==> config.mk <==
export PLATFORM = sky130hd
export DESIGN_NAME = sram_sp_ctrl
export DESIGN_NICKNAME = d
export VERILOG_FILES = /design/src/rtl/sram_ctrl_pkg.sv /design/src/rtl/sram_init_sweep.sv /design/src/rtl/sram_sp_ctrl.sv
export SDC_FILE = /design/constraint.sdc
export NUM_CORES = 1
export LEC_CHECK = 0
export ABC_AREA = 1
export CORE_AREA = 2 2 112 114
export CTS_BUF_LIST = sky130_fd_sc_hd__clkbuf_2 sky130_fd_sc_hd__clkbuf_4 sky130_fd_sc_hd__clkbuf_8
export DETAILED_ROUTE_END_ITERATION = 10
export DIE_AREA = 0 0 114 116
export PLACE_DENSITY = 0.78
export RECOVER_POWER = 25
export SETUP_SLACK_MARGIN = 0.5
export SYNTH_ARGS = -nofsm -noshare
export SYNTH_HDL_FRONTEND = slang
export SYNTH_SLANG_ARGS = --single-unit
==> constraint.sdc <==
create_clock -name CLK -period 2.3 [get_ports CLK]
set_input_delay 0.23 -clock CLK [delete_from_list [all_inputs] [get_ports CLK]]
set_output_delay 0.23 -clock CLK [all_outputs]
set_load 0.1 [all_outputs]
==> src/rtl/sram_ctrl_pkg.sv <==
// Shared definitions for the single-port SRAM access controller.
//   ctrl_state_e : controller FSM states (zero sweep, normal operation)
//   addr_w_f     : address width helper for a given word depth
//   CEB_IDLE / WEB_IDLE : macro pin levels for a cycle with no access
package sram_ctrl_pkg;

   typedef enum logic {
      INIT = 1'b0,
      IDLE = 1'b1
   } ctrl_state_e;

   localparam logic CEB_IDLE = 1'b1;
   localparam logic WEB_IDLE = 1'b1;

   // A depth of 1 still needs a 1-bit address.
   function automatic int unsigned addr_w_f(input int unsigned depth);
      return (depth > 1) ? $clog2(depth) : 1;
   endfunction

endpackage

==> src/rtl/sram_init_sweep.sv <==
// Post-reset zero sweep sequencer.
//   CLK, RSTB : clock, async active-low reset
//   state     : controller state, INIT until the last word has been written
//   init_cnt  : address of the word being zeroed this cycle
//   init_done : registered, high from the cycle after the last sweep write
module sram_init_sweep
   import sram_ctrl_pkg::*;
#(
   parameter int unsigned DEPTH  = 64,
   parameter int unsigned ADDR_W = addr_w_f(DEPTH)
) (
   input  logic              CLK,
   input  logic              RSTB,
   output ctrl_state_e       state,
   output logic [ADDR_W-1:0] init_cnt,
   output logic              init_done
);

   ctrl_state_e       state_q, state_d;
   logic [ADDR_W-1:0] cnt_q, cnt_d;
   logic              done_q, done_d;

   always_ff @(posedge CLK or negedge RSTB) begin
      if (!RSTB) begin
         state_q <= INIT;
         cnt_q   <= '0;
         done_q  <= 1'b0;
      end else begin
         state_q <= state_d;
         cnt_q   <= cnt_d;
         done_q  <= done_d;
      end
   end

   always_comb begin
      state_d = state_q;
      cnt_d   = cnt_q;
      done_d  = done_q;
      unique case (state_q)
         INIT: begin
            cnt_d = cnt_q + ADDR_W'(1);
            if (cnt_q == ADDR_W'(DEPTH - 1)) begin
               state_d = IDLE;
               done_d  = 1'b1;
            end
         end
         IDLE: ;  // terminal until reset
         default: state_d = INIT;
      endcase
   end

   assign state     = state_q;
   assign init_cnt  = cnt_q;
   assign init_done = done_q;

endmodule

==> src/rtl/sram_sp_ctrl.sv <==
// Single-port SRAM access controller.
// Merges a read and a write request channel onto one macro port (write priority, reads forced
// ahead after STARVE_LIM blocked cycles), zeroes the array after reset, and holds read data
// between responses because the macro Q is undefined on non-read cycles.
//   CLK, RSTB                          : clock, async active-low reset
//   rreq_valid/ready/addr              : read request channel
//   wreq_valid/ready/addr/data         : write request channel
//   rresp_valid, rresp_data            : read response, one cycle after read fire
//   init_done                          : zero sweep complete
//   sram_ceb/web/a/d, sram_q           : macro pins (1-cycle read latency)
module sram_sp_ctrl
   import sram_ctrl_pkg::*;
#(
   parameter int unsigned DATA_W     = 64,
   parameter int unsigned DEPTH      = 64,
   parameter int unsigned ADDR_W     = addr_w_f(DEPTH),
   parameter int unsigned STARVE_LIM = 4
) (
   input  logic              CLK,
   input  logic              RSTB,
   input  logic              rreq_valid,
   output logic              rreq_ready,
   input  logic [ADDR_W-1:0] rreq_addr,
   input  logic              wreq_valid,
   output logic              wreq_ready,
   input  logic [ADDR_W-1:0] wreq_addr,
   input  logic [DATA_W-1:0] wreq_data,
   output logic              rresp_valid,
   output logic [DATA_W-1:0] rresp_data,
   output logic              init_done,
   output logic              sram_ceb,
   output logic              sram_web,
   output logic [ADDR_W-1:0] sram_a,
   output logic [DATA_W-1:0] sram_d,
   input  logic [DATA_W-1:0] sram_q
);

   localparam int unsigned SW = $clog2(STARVE_LIM + 1);

   ctrl_state_e       state;
   logic [ADDR_W-1:0] init_cnt;

   sram_init_sweep #(
      .DEPTH  (DEPTH),
      .ADDR_W (ADDR_W)
   ) u_sweep (
      .CLK       (CLK),
      .RSTB      (RSTB),
      .state     (state),
      .init_cnt  (init_cnt),
      .init_done (init_done)
   );

   logic [SW-1:0]     starve_q, starve_d;
   logic              rvld_q;
   logic [DATA_W-1:0] rdata_q;
   logic              force_rd, w_fire, r_fire;

   assign force_rd = (starve_q == SW'(STARVE_LIM));

   always_comb begin
      rreq_ready = 1'b0;
      wreq_ready = 1'b0;
      w_fire     = 1'b0;
      r_fire     = 1'b0;
      sram_ceb   = CEB_IDLE;
      sram_web   = WEB_IDLE;
      sram_a     = '0;
      sram_d     = '0;
      unique case (state)
         INIT: begin
            sram_ceb = 1'b0;
            sram_web = 1'b0;
            sram_a   = init_cnt;
         end
         IDLE: begin
            wreq_ready = !(force_rd && rreq_valid);
            rreq_ready = !wreq_valid || force_rd;
            w_fire     = wreq_valid && wreq_ready;
            // Ready terms already make the fires exclusive; the gate keeps it explicit.
            r_fire     = rreq_valid && rreq_ready && !w_fire;
            if (w_fire) begin
               sram_ceb = 1'b0;
               sram_web = 1'b0;
               sram_a   = wreq_addr;
               sram_d   = wreq_data;
            end else if (r_fire) begin
               sram_ceb = 1'b0;
               sram_a   = rreq_addr;
            end
         end
         default: ;
      endcase
      // Keep the macro deselected while reset is asserted, independent of FSM state.
      if (!RSTB) begin
         sram_ceb = CEB_IDLE;
         sram_web = WEB_IDLE;
      end
   end

   always_comb begin
      starve_d = starve_q;
      if (!rreq_valid || r_fire) begin
         starve_d = '0;
      end else if (!rreq_ready && !force_rd) begin
         starve_d = starve_q + SW'(1);
      end
   end

   always_ff @(posedge CLK or negedge RSTB) begin
      if (!RSTB) begin
         starve_q <= '0;
         rvld_q   <= 1'b0;
         rdata_q  <= '0;
      end else begin
         starve_q <= starve_d;
         rvld_q   <= r_fire;
         if (rvld_q) begin
            rdata_q <= sram_q;
         end
      end
   end

   // Q is only meaningful in the response cycle; afterwards the captured copy is shown.
   assign rresp_valid = rvld_q;
   assign rresp_data  = rvld_q ? sram_q : rdata_q;

endmodule

==> metrics.cfg, run 1 <==
[flow_run]
drv_cap=0

[clocking]
clk-insertion-delay-late_ps=350
clockBufferDepth=2
cts_tree=yes
cts_max_level=3
cts_root_buf=clkbuf_8
cts_buffers=9
cts.sink_count=76
path_clk_slew_ps=80

[synthesis]
syn_avg_cell_area_um2=9.943
ys_types=21
synthesis.nets=522
ys_warn_count=0
ys_seq_area_frac=0.5101
syn_inst=375
synth_area_mm2=0.003729
ys_seq_elements=76

[timing]
finalSetupViolCount=0
slew_viol_final=0
max_slew_margin=0.1920
tightest_slew_ps=1217
period_minus_slack_ps=2083
tns_ps=0
finClkSkew_ps=9.067
rsz0062_at_grt=yes
period_share=0.9056
fmax_mhz=480.1
hold_violations=0

[finish]
post-route-cell-area_mm2=0.009727
syn_to_final_growth_pct=160.9
final_util=0.8166
fin_nets=856
drive_gt1_frac=0.4727

[power_and_ir_drop]
peakVddDrop_mv=0.4109
total_power_w=0.004154
power.density_mw_per_mm2=427.1
p_leak_nw=4.130

[placed_design]
place_area_mm2=0.008591
place_congestion=0.8547
io_buffers=283
dpl.hpwl_um=12550

[die]
die-area_mm2=0.01322
start_util=0.3130
die_x_um=114
ios=284
die_y_um=116
core_mm2=0.01191
rows=40

[grt]
grt_use_total=0.2594
grt_pass1_wl_um=25740
grt_overflow=0
grt_pass1_vias=4444
grt_max_degree=59
antenna_found_initial=1

[worst_setup_path]
start_kind=flop
critPathKind=flop to output pin
required_ps=2070
end_kind=output pin
rr_worst_depth=5
cp_max_fo=19
arrival_ps=1850

[route]
ant_nets=0
drt_first_pass_iters=4
wirelength_um=18570
vias=4222
wire_per_inst_um=21.54
vias_per_cell=4.898
drt_iter0_drc=222
drc_errors=0

[min_path]
min_path_type=input pin to async pin

[outcome]
outcome=finished clean

-- synth_stat cells, drive strengths merged --
master   n  area (µm²)
inv      8       30.03
xnor2    1       8.760
buf     23       191.4
a21o     1       7.510
ha       3       37.54
nand2   99       376.6
mux2    64       720.7
dfrtp   76        1902
nand3b   1       7.510
xor2     3       26.28
nand3   12       72.57
o21ai    1       5.000
o21bai   1       7.510
clkbuf   3       11.26
nand4   11       68.82
nor2    68       255.2
-- cells in the final DEF (no fill, tap or decap), drive strengths merged, types with 2 or more instances in the layout --
| cell type | instances |
|---|---|
| clkbuf | 14 |
| nand2 | 102 |
| nor2 | 68 |
| buf | 198 |
| diode | 2 |
| xor2 | 3 |
| clkdlybuf4s50 | 141 |
| inv | 7 |
| bufinv | 3 |
| clkinvlp | 2 |
| nand4 | 11 |
| dfrtp | 76 |
| nand3 | 13 |
| mux2 | 64 |
| clkinv | 2 |
| ha | 3 |
-- where the power goes --
group / switching, W / internal (W) / leakage (nW)
combinational: 0.000816 / 0.000646 / 3.04
clock: 0.000514 / 0.000719 / 0.120
sequential: 0.0000474 / 0.00141 / 0.972
-- registers in the layout (all words and copies together) (netlist names) --
register and flops:
rdata_q 64, rresp_valid 1, starve_q 3, u_sweep.init_cnt 6, u_sweep.init_done 1, u_sweep.state 1
-- kinds of logic (layout without fill, tap and decap cells) --
logic type / after synthesis / after routing / synth area share
buf+inv: 34 / 368 / 0.06242
flops: 76 / 76 / 0.5101
compound gates: 3 / 3 / 0.005369
fa+ha+maj: 3 / 3 / 0.01007
xor+xnor: 4 / 4 / 0.009398
mux: 64 / 64 / 0.1933
other cells: 0 / 2 / 0
simple gates: 191 / 195 / 0.2094
-- area by class of cell --
type / count / area [µm²]
multi-input cells: 269 / 2283
diodes: 2 / 5.005
inverters: 8 / 35.03
fillers: 619 / 2185
well taps: 147 / 183.9
clock inverters: 6 / 112.6
flip-flops and latches: 76 / 1907
clock buffers: 9 / 123.9
repair buffers: 345 / 5076
-- worst max-delay path, stage by stage, from the launching register on --
cell and delay, ps:
dfrtp_2 370, buf_4 240, clkinvlp_2 360, nand2_1 230
nand3_2 120, buf_12 180
-- final timing paths --
check,startpoint,end,slack (ps)
max in group asynchronous,RSTB,rdata_q[14],980
hold reg to reg,u_sweep.init_done,u_sweep.init_done,490
hold / removal,RSTB,rdata_q[35],350
setup reg to reg,u_sweep.state,u_sweep.init_cnt[3],730
setup / recovery,u_sweep.state,sram_a[2],220
min in group CLK,wreq_valid,rresp_valid,470
-- what timing repair did --
item | 4_1_cts | 5_1_grt
hold endpoints to repair | 29 | 0
resized for setup | 51 | 11
setup endpoints to repair | 138 | 138
setup buffers | 25 | 13
cloned | 9 | 5
hold buffers | 1 | 0
pin swaps | 12 | 6
-- through the flow --
step                std cells  setup WS (ps)  hold slack, ps
floorplan                 375          318.6          -65.59
global placement          792          368.4           188.2
detailed placement        792          326.2           197.1
CTS                       842          293.9           346.6
global route              860          103.5           366.2
finish                    862          217.1           349.7
-- layer usage --
metal  global-route usage  vias to the layer above  wire length (µm)
met2               0.4698                      204             10350
met4               0.1000                        0               694
met1               0.2937                     2083              6427
met5                    0                        -                 0
met3              0.06695                       48              1091
li1                     -                     1887                 -
Power figures use the tool's default switching activity.
==> run 2, diff against run 1 <==
--- a/config.mk
+++ b/config.mk
@@ -6,6 +6,7 @@
 export NUM_CORES = 1
 export LEC_CHECK = 0
 export ABC_AREA = 1
+export CAP_MARGIN = 20
 export CORE_AREA = 2 2 112 114
 export CTS_BUF_LIST = sky130_fd_sc_hd__clkbuf_2 sky130_fd_sc_hd__clkbuf_4 sky130_fd_sc_hd__clkbuf_8
 export DETAILED_ROUTE_END_ITERATION = 10
==> results of run 2 <==
Final layout, timing and power as in run 1 (identical DEF).
